### src/rtl/dmem_arbiter.sv
// Two-port arbiter/sequencer in front of the single-ported data memory.
// Serialises port 0 (CPU) and port 1 (loader/debug) accesses and keeps per-port transfer counters.
//
// state | meaning
// IDLE  | no transfer in flight; arbitrate and latch the winner's fields
// ISSUE | mem_en high for one cycle; a write lands at the closing edge
// WAIT  | read latency countdown; capture mem_rdata when wcnt reaches 0
// RESP  | one-cycle ack to the granted port; bump its counter
module dmem_arbiter #(
  parameter int AW        = 32,
  parameter int DW        = 32,
  parameter int RD_LAT    = 1,
  parameter int PRIO_MODE = 0
) (
  input  logic          clk,
  input  logic          rst,
  input  logic          req0,
  input  logic          we0,
  input  logic [AW-1:0] addr0,
  input  logic [DW-1:0] wdata0,
  output logic          ack0,
  input  logic          req1,
  input  logic          we1,
  input  logic [AW-1:0] addr1,
  input  logic [DW-1:0] wdata1,
  output logic          ack1,
  output logic [DW-1:0] rdata,
  output logic          busy,
  output logic          gnt,
  output logic [AW-1:0] mem_addr,
  output logic [DW-1:0] mem_wdata,
  output logic          mem_en,
  output logic          mem_rw,
  input  logic [DW-1:0] mem_rdata,
  output logic [15:0]   xfer_cnt0,
  output logic [15:0]   xfer_cnt1
);

  typedef enum logic [1:0] {IDLE, ISSUE, WAIT, RESP} state_t;

  localparam logic [3:0] WCNT_INIT = 4'(RD_LAT - 1);

  state_t      state_q, state_d;
  logic        gnt_q;
  logic        sel;
  logic [3:0]  wcnt_q;
  logic [15:0] cnt0_q, cnt1_q;

  // gnt_q doubles as last_grant: it only changes when a new winner is chosen
  always_comb begin
    state_d = state_q;
    sel     = gnt_q;
    case (state_q)
      IDLE: begin
        if (req0 || req1) begin
          state_d = ISSUE;
          if (req0 && req1)
            sel = (PRIO_MODE != 0) ? 1'b0 : ~gnt_q;
          else
            sel = req1;
        end
      end
      ISSUE:   state_d = mem_rw ? RESP : WAIT;
      WAIT:    if (wcnt_q == 4'd0) state_d = RESP;
      RESP:    state_d = IDLE;
      default: state_d = IDLE;
    endcase
  end

  always_ff @(posedge clk or posedge rst) begin
    if (rst) begin
      state_q   <= IDLE;
      gnt_q     <= 1'b1;
      wcnt_q    <= 4'd0;
      mem_addr  <= '0;
      mem_wdata <= '0;
      mem_rw    <= 1'b0;
      rdata     <= '0;
      cnt0_q    <= 16'd0;
      cnt1_q    <= 16'd0;
    end else begin
      state_q <= state_d;
      case (state_q)
        IDLE: begin
          if (state_d == ISSUE) begin
            gnt_q     <= sel;
            mem_rw    <= sel ? we1 : we0;
            mem_addr  <= sel ? addr1 : addr0;
            mem_wdata <= sel ? wdata1 : wdata0;
          end
        end
        ISSUE: wcnt_q <= WCNT_INIT;
        WAIT: begin
          if (wcnt_q == 4'd0)
            rdata <= mem_rdata;
          else
            wcnt_q <= wcnt_q - 4'd1;
        end
        RESP: begin
          rdata <= '0;
          if (!gnt_q && cnt0_q != 16'hFFFF) cnt0_q <= cnt0_q + 16'd1;
          if (gnt_q && cnt1_q != 16'hFFFF)  cnt1_q <= cnt1_q + 16'd1;
        end
        default: ;
      endcase
    end
  end

  // Outputs decode registered state only, so reset drops mem_en immediately
  assign ack0      = (state_q == RESP) && !gnt_q;
  assign ack1      = (state_q == RESP) && gnt_q;
  assign busy      = (state_q != IDLE);
  assign mem_en    = (state_q == ISSUE);
  assign gnt       = gnt_q;
  assign xfer_cnt0 = cnt0_q;
  assign xfer_cnt1 = cnt1_q;

endmodule

### config.mk
export PLATFORM = sky130hd
export DESIGN_NAME = dmem_arbiter
export DESIGN_NICKNAME = d
export VERILOG_FILES = /design/src/rtl/dmem_arbiter.sv
export SDC_FILE = /design/constraint.sdc
export NUM_CORES = 1
export LEC_CHECK = 0
export CORE_MARGIN = 4
export CORE_UTILIZATION = 45
export CTS_CLUSTER_SIZE = 25
export DETAILED_ROUTE_END_ITERATION = 10
export HOLD_SLACK_MARGIN = 0.1
export PLACE_DENSITY = 0.87
export SLEW_MARGIN = 0
export SYNTH_ARGS = -nofsm -noshare
export SYNTH_HDL_FRONTEND = slang
export SYNTH_SLANG_ARGS = --single-unit
### constraint.sdc
create_clock -name clk -period 10.2 [get_ports clk]
set_clock_uncertainty 0.1 [all_clocks]
set_input_delay 2.04 -clock clk [delete_from_list [all_inputs] [get_ports clk]]
set_output_delay 2.04 -clock clk [all_outputs]
set_load 0.02 [all_outputs]
# Yosys cells after proc, flatten, opt, wreduce, memory -nomap -nowiden

Index checks and enable logic that the tools add are counted.

Muxes and demuxes: 14
Multiply operators: 0
Divide/modulo/power cells: 0
Bitwise gates (word level): 1
Shifts and indexed selects: 0
Order comparisons: 0
Equal/unequal tests: 8
Reduce and logical (&&, ||, !) cells: 17
Add/subtract/negate cells: 3

Operators by type and width:

| cell                                                                   | number |
|---|---|
| 32-bit two-way mux                                                     | 3 |
| 32-bit case mux with 2 select lines                                    | 1 |
| 16-bit by 1-bit adder with 16-bit output (second input constant)       | 2 |
| 16-bit inequality test (second input constant)                         | 2 |
| 2-bit AND reduction                                                    | 5 |
| 2-bit case mux with 4 select lines                                     | 1 |
| 4-bit case mux with 2 select lines                                     | 1 |
| 2-bit nonzero test                                                     | 3 |
| 1-bit logical AND                                                      | 5 |
| 1-bit two-way mux                                                      | 5 |
| 2-bit by 1-bit equality test with 1-bit output (second input constant) | 2 |
| 2-bit equality test (second input constant)                            | 2 |
| 4-bit logical NOT                                                      | 1 |
| 2-bit two-way mux                                                      | 2 |
| 4-bit two-way mux                                                      | 1 |
| 2-bit inequality test (second input constant)                          | 2 |
| 4-bit by 1-bit subtractor with 4-bit output (second input constant)    | 1 |
| 2-bit logical NOT                                                      | 1 |
| 1-bit logical NOT                                                      | 1 |
| 1-bit logical OR                                                       | 1 |
| 1-bit inverter                                                         | 1 |

Bits of input ports: 166
Output and inout port bits: 134
Memory bits (read-only): 0
Bits in latches: 0
Flip-flop bits (word level): 136
Word-level logic and storage cells: 52
Memories kept: 0
RAM bits: 0

# Logic depth before layout (Yosys ltp)

Gate-level depths: netlist of run 1.

Word-level depth: 5
Gate-level depth with buffers: 8
Depth with buffers taken out: 6

# Least setup slack after synthesis of run 1

No wires, ideal clock.

Path type: in2reg
Start: input req1
End: register mem_addr[0]
Setup slack: 6,664 ps
Data required time: 9,973 ps
Arrival: 3,309 ps
Cell stages on the path: 6
Library setup time: 127 ps
Buffers on the path: 2
Cell sequence: a21oi_1 -> a31o_2 -> buf_2 -> buf_2 -> mux2_2 -> mux2_1

Cells in the longest elaborated chain, start to end: 5
Elaborated cells on any way between the ends: 10
Classes of those cells: eq/ne (1); mux (6); reduce/logical (3)

RTL lines:

| element                                                                             | line   | text |
|---|---|---|
| from (decl)                                                                         | 22     | `input logic req1,` |
| 1-bit logical OR or 1-bit logical AND (tied branches)                               | 55, 57 |  |
| 2-bit two-way mux or 1-bit two-way mux (tied branches)                              | 55, 57 |  |
| 2-bit case mux with 4 select lines or 1-bit two-way mux (tied branches)             | 53, 55 |  |
| 2-bit by 1-bit equality test with 1-bit output or 1-bit two-way mux (tied branches) | 85, 53 |  |
| 2-bit AND reduction (no line) or 32-bit two-way mux (tied branches)                 | -      |  |
| to (signal assigned)                                                                | 88     | `mem_addr <= sel ? addr1 : addr0;` |
| to (decl)                                                                           | 30     | `output logic [AW-1:0] mem_addr,` |

Several ways; a longest one is shown, not always the timed one.
A chain may end at the register's enable or synchronous reset.

# Worst setup path in the final report of run 1

Start: register state_q[0]
End: output ack0

Cells in the longest elaborated chain, start to end: 2

RTL lines:

| element                | line | text |
|---|---|---|
| from (decl)            | 43   | `state_t state_q, state_d;` |
| from (signal assigned) | 82   | `state_q <= state_d;` |
| 2-bit equality test    | 110  | `assign ack0 = (state_q == RESP) && !gnt_q;` |
| 1-bit logical AND      | 110  |  |
| to (decl)              | 21   | `output logic ack0,` |

No other way between the ends.

==> results of run 1 <==
[path summary, 6_finish.rpt]
kind,start,end,cells after the start
min reg2reg,rdata[26],rdata[26],2
max,state_q[0],ack0,5
max in group asynchronous,rst,xfer_cnt0[10],3
min,rdata[26],rdata[26],2
max reg2reg,state_q[0],mem_wdata[27],7
min in group asynchronous,rst,mem_addr[7],2
[registers in the layout (all words and copies together), names as in the netlist, 2 cells and up]
| register | cells |
|---|---|
| rdata | 32 |
| state_q | 2 |
| mem_wdata | 32 |
| xfer_cnt0 | 16 |
| wcnt_q | 4 |
| mem_addr | 32 |
| xfer_cnt1 | 16 |
[placed cells by master (no fill, tap or decap), types with 9 or more instances in the layout]
master             n
xor2_1            13
o21ai_0           37
clkbuf_16         17
mux2_2           109
dfrtp_1          135
nand2_1           77
mux2_1            22
ha_1               9
clkdlybuf4s50_1  299
nand4_1           13
nor2_1             9
xnor2_1           14
[power by group]
group	leakage (nW)	internal (mW)	switching [mW]
clock network	0.309	0.423	0.224
registers	1.68	0.762	0.133
logic	2.29	0.744	0.739
total	4.29	1.93	1.10
[stage by stage]
| step | hold slack, ps | cells | cell area (sq um) | worst slack [ps] | util, % |
|---|---|---|---|---|---|
| detailed placement | 372 | 998 | 9590 | 5570 | 68.8 |
| finish | 374 | 1030 | 10200 | 5720 | 73.3 |
| floorplan | 406 | 538 | 6450 | 4420 | - |
| CTS | 385 | 1030 | 10200 | 5680 | 73.3 |
| global placement | 363 | 998 | 9590 | 5650 | 68.8 |
| global route | 399 | 1030 | 10200 | 5610 | 73.3 |
[per-layer routing]
metal  up-vias  part of all wire (%)  global-route usage (%)
met2       242                    52                    42.2
met1      2589                    36                    24.7
li1       2506                     -                       -
met3        41                   8.7                    7.38
met4         0                   3.1                    9.99
met5         -                     0                       0
[area by class of cell]
class                           count  share of cell area (%)
Multi-Input combinational cell    367                    28.2
Clock buffer                       25                    5.04
Timing Repair Buffer              305                    29.7
Tap cell                          180                    2.20
Sequential cell                   136                    33.3
Inverter                           10                   0.416
Clock inverter                      7                    1.10
[critical path, cell delays in order, from the launching register on]
cell and delay [ps]:
dfrtp_1 430, ha_1 330, clkinv_1 90, buf_4 240, nor2_1 180, clkdlybuf4s50_1 640
[cells by family after synthesis]
group / share of synthesized area, %
mux: 23.3
buf+inv: 2.75
fa+ha+maj: 1.75
simple gates: 10.3
xor+xnor: 3.67
compound gates: 5.41
flops: 52.8
==> impl_metrics.tcl, run 1 <==
set metrics [dict create \
    coreArea_sq_mm 0.0139 \
    antenna_found_initial 0 \
    min_path_type "reg2reg" \
    synth_edf_count 0 \
    vias 5378 \
    boundaryPins 300 \
    area_growth_pct 58.4 \
    cts_sinks 136 \
    first_pass_iters 5 \
    post_cts_buffers 0 \
    synthFlopType "dfrtp_1" \
    drive_above_1_share_pct 17.8 \
    maxCapViolCount 0 \
    ys_top_cells_by_area "dfrtp_1, mux2_2, nand2_1" \
    hold_viol_final 0 \
    synth_top_area_share_pct 52.4 \
    grt_max_degree 73 \
    yosysWarnings 0 \
    multiInputGateArea_sq_mm 0.00288 \
    setup_viol 0 \
    io_buffers 299 \
    p_leak_nw 4.29 \
    drt_wl_total_um 19300 \
    antenna_cells 0 \
    max_slew_margin_pct 32.3 \
    path_class "reg2out" \
    grt_pass1_vias 5642 \
    synthDistinctLibCells 44 \
    fin_tns_setup_ps 0 \
    fin_crit_sh_pct 43.9 \
    htree_levels 4 \
    clock_tree.buffer_depth 2 \
    synthTopCellsByCount "dfrtp_1, mux2_2, nand2_1" \
    dpl.hpwl_um 14400 \
    dieArea_sq_mm 0.0163 \
    critPathMaxFanout 34 \
    async_flop_share_pct 100 \
    required_ps 8060 \
    r2r_slack_ps 7270 \
    final_max_slew_viol_count 0 \
    rows 43 \
    yosysSeqAreaShare_pct 52.8 \
    detail-route-antenna-nets 0 \
    rsz0062_at_grt "false" \
    postCtsHoldBufs 0 \
    finalCriticalPeriod_ps 4480 \
    ys_ff_latch 136 \
    cp-start-kind "flop" \
    syn-cell-area_sq_mm 0.00645 \
    grt_util_all_layers_pct 23.3 \
    die-height_um 128 \
    totalPowerFinal_mw 3.02 \
    synthesis.nets 713 \
    viasPerCell 5.22 \
    yosysMostFrequentCell "dfrtp_1" \
    die_w_um 128 \
    outcome "complete, no violations" \
    floorplan.initialDensity_pct 46.3 \
    cts_tree "yes" \
    seq_area_sq_mm 0.00340 \
    grt_pass1_wl_um 29600 \
    synth_largest_area_cell "dfrtp_1" \
    p_per_area_mw_per_mm2 296 \
    clockRootBuffer "clkbuf_16" \
    path_clk_slew_ps 50 \
    numCtsBuffers 17 \
    gp_congestion 0.823 \
    drt_iter0_drc 269 \
    arrival_ps 2340 \
    syn_inst 538 \
    cts_resized 0 \
    crit_path_end_kind "primary output" \
    fmax_mhz 223 \
    tightest_slew_ps 1000 \
    drc 0 \
    wl_per_cell_um 18.7 \
    syn_avg_cell_area_sq_um 12.0 \
    irDropWorstVdd_uv 226 \
    fillers 928 \
    nNetsFinal 1012 \
    grt_overflow_total 0 \
    clock_latency_ps 410 \
]
Note: power is estimated with default switching activity, not from simulation.
==> run 2, diff against run 1 <==
--- a/config.mk
+++ b/config.mk
@@ -6,11 +6,11 @@
 export NUM_CORES = 1
 export LEC_CHECK = 0
 export CORE_MARGIN = 4
-export CORE_UTILIZATION = 45
+export CORE_UTILIZATION = 38
 export CTS_CLUSTER_SIZE = 25
 export DETAILED_ROUTE_END_ITERATION = 10
 export HOLD_SLACK_MARGIN = 0.1
-export PLACE_DENSITY = 0.87
+export PLACE_DENSITY = 0.78
 export SLEW_MARGIN = 0
 export SYNTH_ARGS = -nofsm -noshare
 export SYNTH_HDL_FRONTEND = slang
==> constraint.sdc (replaced) <==
create_clock -name clk -period 3.7 [get_ports clk]
set_clock_uncertainty 0.1 [all_clocks]
set_input_delay 0.74 -clock clk [delete_from_list [all_inputs] [get_ports clk]]
set_output_delay 0.74 -clock clk [all_outputs]
set_load 0.02 [all_outputs]
==> impl_metrics.tcl, run 2 (synthesized netlist as in run 1, its figures left out) <==
set metrics [dict create \
    dpl.hpwl_um 13900 \
    hold_viol_final 0 \
    combPwrFrac_pct 49.3 \
    fin_crit_sh_pct 81.8 \
    wl_per_cell_um 17.4 \
    setup_viol 0 \
    clockRootBuffer "clkbuf_16" \
    clock_latency_ps 410 \
    rsz0062_at_grt "false" \
    p_seq_share_pct 29.5 \
    cts_sinks 136 \
    place_area_sq_mm 0.00969 \
    die_w_um 138 \
    cp-start-kind "flop" \
    p_sw_mw 3.04 \
    p_leak_nw 4.29 \
    grtUsageMet1_pct 23.0 \
    postCtsHoldBufs 0 \
    gp_congestion 0.791 \
    clock_tree.buffer_depth 2 \
    outcome "complete, no violations" \
    max_slew_margin_pct 35.7 \
    use_met2_pct 33.4 \
    placedCellCount 1040 \
    min_path_type "reg2reg" \
    grt_pass1_wl_um 29600 \
    critPathMaxFanout 5 \
    crit_path_end_kind "primary output" \
    io_buffers 299 \
    die-height_um 138 \
    fmax_mhz 330 \
    viasPerCell 4.90 \
    area_growth_pct 59.8 \
    internal_power_mw 5.28 \
    fillers 1396 \
    slowest_stage "clkdlybuf4s50_1" \
    irDropWorstVdd_uv 454 \
    arrival_ps 2190 \
    drt_wl_total_um 18700 \
    most-common-layout-cells "clkdlybuf4s50_1, dfrtp_1, mux2_2" \
    post-place-ws_ps 717 \
    fin_tns_setup_ps 0 \
    swShare_pct 36.5 \
    path_clk_slew_ps 60 \
    nNetsFinal 1014 \
    detail-route-antenna-nets 0 \
    totalPowerFinal_mw 8.32 \
    grt_util_all_layers_pct 19.3 \
    coreArea_sq_mm 0.0166 \
    rows 47 \
    grt-busiest-layer "met2" \
    htree_levels 4 \
    boundaryPins 300 \
    post_cts_buffers 0 \
    finalCriticalPeriod_ps 3030 \
    hold_ws_ps 376 \
    utilization_pct 62.2 \
    cp_cell_sequence "ha_1 -> clkinv_1 -> nor2_1 -> clkdlybuf4s50_1" \
    floorplan.initialDensity_pct 38.9 \
    drt_iter0_drc 146 \
    reg_top3 "mem_addr x32, mem_wdata x32, rdata x32" \
    dieArea_sq_mm 0.0191 \
    numCtsBuffers 17 \
    p_clk_share_pct 21.2 \
    final_cell_count_no_fill 1073 \
    antenna_found_initial 1 \
    grt_max_degree 137 \
    cts_tree "yes" \
    drc 0 \
    cts_resized 0 \
    setup_slack_ps 673 \
    drive_above_1_share_pct 18.2 \
    grt_pass1_vias 5384 \
    met3_usage_pct 6.77 \
    final_common_cell "clkdlybuf4s50_1" \
    design_area_sq_mm 0.0103 \
    p_per_area_mw_per_mm2 807 \
    max_stage_delay_ps 730 \
    required_ps 2860 \
    vias 5256 \
    tightest_slew_ps 952 \
    final_max_slew_viol_count 0 \
    path_class "reg2out" \
    grt_overflow_total 0 \
    maxCapViolCount 0 \
    first_pass_iters 4 \
]
-- run 2: cell types whose count changed in the layout (fill, tap and decap cells not counted), moves of 2 or more --
cell,before,now
buf_12,0,2
inv_6,1,3
clkbuf_8,6,2
clkinv_4,0,3
clkbuf_1,2,0
-- run 2: critical path, delay by kind of cell (launching register included) --
family                   cells  cell delay, ps
flip-flops                   1             420
buffers and inverters        2             860
adder cells (fa/ha/maj)      1             350
AND/OR/NAND/NOR              1             130
-- run 2: final timing paths --
| kind | from | end | slack [ps] | depth (start not counted) |
|---|---|---|---|---|
| max in group asynchronous | rst | wcnt_q[2] | 2130 | 3 |
| worst max register to register | wcnt_q[0] | mem_wdata[17] | 1030 | 7 |
| min in group asynchronous | rst | xfer_cnt0[13] | 790 | 3 |
| worst min-delay path | rdata[16] | rdata[16] | 380 | 2 |
| worst max-delay path | state_q[0] | ack0 | 670 | 4 |
| worst min register to register | rdata[16] | rdata[16] | 380 | 2 |
-- run 2: layer usage --
metal	vias to the layer above	share of wire [%]
met5	-	0
met4	0	1.0
met3	14	7.3
met2	203	51
met1	2520	41
li1	2519	-
-- run 2: power groups by stage --
stage | registers [mW] | clock network [mW] | logic, mW
floorplan | 3.15 | 0 | 1.64
global placement | 2.45 | 0 | 4.10
global route | 2.54 | 1.87 | 4.38
detailed placement | 2.48 | 0 | 4.14
CTS | 2.46 | 1.81 | 4.17
finish | 2.46 | 1.77 | 4.10
-- run 2: area by class of cell --
cell class	count	area, sq um	share of cell area [%]
tap	220	275	2.67
clock inverter	13	165	1.60
clock buffer	19	453	4.39
inverter	10	41.3	0.401
multi-input combinational	367	2890	28.0
antenna	1	2.50	0.0243
sequential	136	3400	33.0
timing repair buffer	307	3080	29.9
==> run 3, diff against run 2 <==
--- a/config.mk
+++ b/config.mk
@@ -6,11 +6,11 @@
 export NUM_CORES = 1
 export LEC_CHECK = 0
 export CORE_MARGIN = 4
-export CORE_UTILIZATION = 38
+export CORE_UTILIZATION = 42
 export CTS_CLUSTER_SIZE = 25
 export DETAILED_ROUTE_END_ITERATION = 10
 export HOLD_SLACK_MARGIN = 0.1
-export PLACE_DENSITY = 0.78
+export PLACE_DENSITY = 0.82
 export SLEW_MARGIN = 0
 export SYNTH_ARGS = -nofsm -noshare
 export SYNTH_HDL_FRONTEND = slang
==> constraint.sdc (replaced) <==
create_clock -name clk -period 3.1 [get_ports clk]
set_clock_uncertainty 0.1 [all_clocks]
set_input_delay 0.62 -clock clk [delete_from_list [all_inputs] [get_ports clk]]
set_output_delay 0.62 -clock clk [all_outputs]
set_load 0.02 [all_outputs]
==> impl_metrics.tcl, run 3 (synthesized netlist as in run 1, its figures left out) <==
set metrics [dict create \
    final_common_cell "clkdlybuf4s50_1" \
    dpl.hpwl_um 14200 \
    postCtsHoldBufs 0 \
    place_area_sq_mm 0.00971 \
    hold_viol_final 0 \
    tightest_slew_ps 874 \
    p_seq_share_pct 29.7 \
    antenna_found_initial 1 \
    whs_path_depth 2 \
    fmax_mhz 359 \
    drive_above_1_share_pct 18.4 \
    cts_tree "yes" \
    met3_usage_pct 7.44 \
    drt_wl_total_um 18800 \
    io_buffers 299 \
    grt_overflow_total 0 \
    use_met2_pct 39.0 \
    p_clk_share_pct 20.4 \
    rr_endpoint "mem_addr[1]" \
    rsz0062_at_grt "false" \
    grt_pass1_wl_um 30100 \
    p_per_area_mw_per_mm2 965 \
    vias 5271 \
    numCtsBuffers 17 \
    dieArea_sq_mm 0.0174 \
    holdPathEnd "rdata[18]" \
    clockRootBuffer "clkbuf_16" \
    grt-busiest-layer "met2" \
    drc 0 \
    reg2reg_depth 7 \
    totalPowerFinal_mw 9.94 \
    fin_crit_sh_pct 89.9 \
    gp_congestion 0.835 \
    cts_sinks 136 \
    detail-route-antenna-nets 0 \
    cts_resized 0 \
    nNetsFinal 1017 \
    die-height_um 132 \
    boundaryPins 300 \
    clock_latency_ps 410 \
    post_cts_buffers 0 \
    outcome "complete, no violations" \
    holdCritStartpoint "rdata[18]" \
    internal_power_mw 6.32 \
    r2r_slack_ps 440 \
    max_slew_margin_pct 41.0 \
    path_clk_slew_ps 60 \
    grtUsageMet1_pct 23.1 \
    design_area_sq_mm 0.0103 \
    grt_pass1_vias 5740 \
    path_class "reg2out" \
    combPwrFrac_pct 49.9 \
    grt_util_all_layers_pct 21.4 \
    first_pass_iters 4 \
    fin_tns_setup_ps 0 \
    die_w_um 132 \
    swShare_pct 36.5 \
    wl_per_cell_um 18.0 \
    cp-start-kind "flop" \
    coreArea_sq_mm 0.0151 \
    arrival_ps 2070 \
    clock_tree.buffer_depth 2 \
    critPathMaxFanout 5 \
    most-common-layout-cells "clkdlybuf4s50_1, dfrtp_1, mux2_2" \
    viasPerCell 5.05 \
    required_ps 2380 \
    rows 45 \
    reg_top3 "mem_addr x32, mem_wdata x32, rdata x32" \
    r2r_start "wcnt_q[0]" \
    crit_path_end_kind "primary output" \
    finalCriticalPeriod_ps 2790 \
    htree_levels 4 \
    p_sw_mw 3.63 \
    irDropWorstVdd_uv 596 \
    final_max_slew_viol_count 0 \
    drt_iter0_drc 258 \
    min_path_type "reg2reg" \
    p_leak_nw 4.31 \
    grt_max_degree 65 \
    floorplan.initialDensity_pct 42.6 \
    setup_viol 0 \
    area_growth_pct 59.8 \
    maxCapViolCount 0 \
]
==> run 3: power by group through the flow <==
stage | logic (mW) | clock network [mW] | registers [mW]
6_report | 4.96 | 2.03 | 2.95
5_1_grt | 5.29 | 2.16 | 3.04
4_1_cts | 5.03 | 2.08 | 2.96
3_5_place_dp | 5.01 | 0 | 2.98
3_3_place_gp | 4.87 | 0 | 2.93
2_1_floorplan | 1.96 | 0 | 3.75
==> run 3: worst max-delay path, cell delays in order (launching register included) <==
cell             delay (ps)
dfrtp_1                 410
ha_1                    310
and2_1                  280
clkdlybuf4s50_1         640
==> run 3: how the worst max path moves through the flow <==
stage	from	end	slack, ps	cells past startpoint
after detailed placement	req1	mem_wdata[9]	400	5
after global routing	state_q[0]	ack1	190	3
after CTS	state_q[0]	ack1	270	3
after floorplan	rst	mem_addr[0]	690	1
after global placement	req1	mem_wdata[14]	440	6
final	state_q[0]	ack1	310	3
==> run 3: cell type report <==
cell class / count / area, sq um
Fill cell: 1102 / 4840
Sequential cell: 136 / 3400
Timing Repair Buffer: 310 / 3140
Multi-Input combinational cell: 367 / 2890
Clock buffer: 19 / 443
Tap cell: 188 / 235
Clock inverter: 13 / 153
Inverter: 10 / 41.3
Antenna cell: 1 / 2.50
==> run 3: layer usage <==
| metal | wire length [um] | vias to the layer above |
|---|---|---|
| li1 | - | 2518 |
| met1 | 7010 | 2507 |
| met2 | 9960 | 220 |
| met3 | 1430 | 26 |
| met4 | 356 | 0 |
| met5 | 0 | - |
==> run 3: metrics by stage <==
step | std cells | util (%) | worst slack, ps | hold WS [ps]
final | 1044 | 68.0 | 314 | 378
after global routing | 1044 | 68.0 | 194 | 393
after CTS | 1043 | 68.0 | 265 | 384
after detailed placement | 1011 | 64.1 | 402 | 371
after global placement | 1011 | 64.1 | 442 | 363
after floorplan | 538 | - | 688 | 406
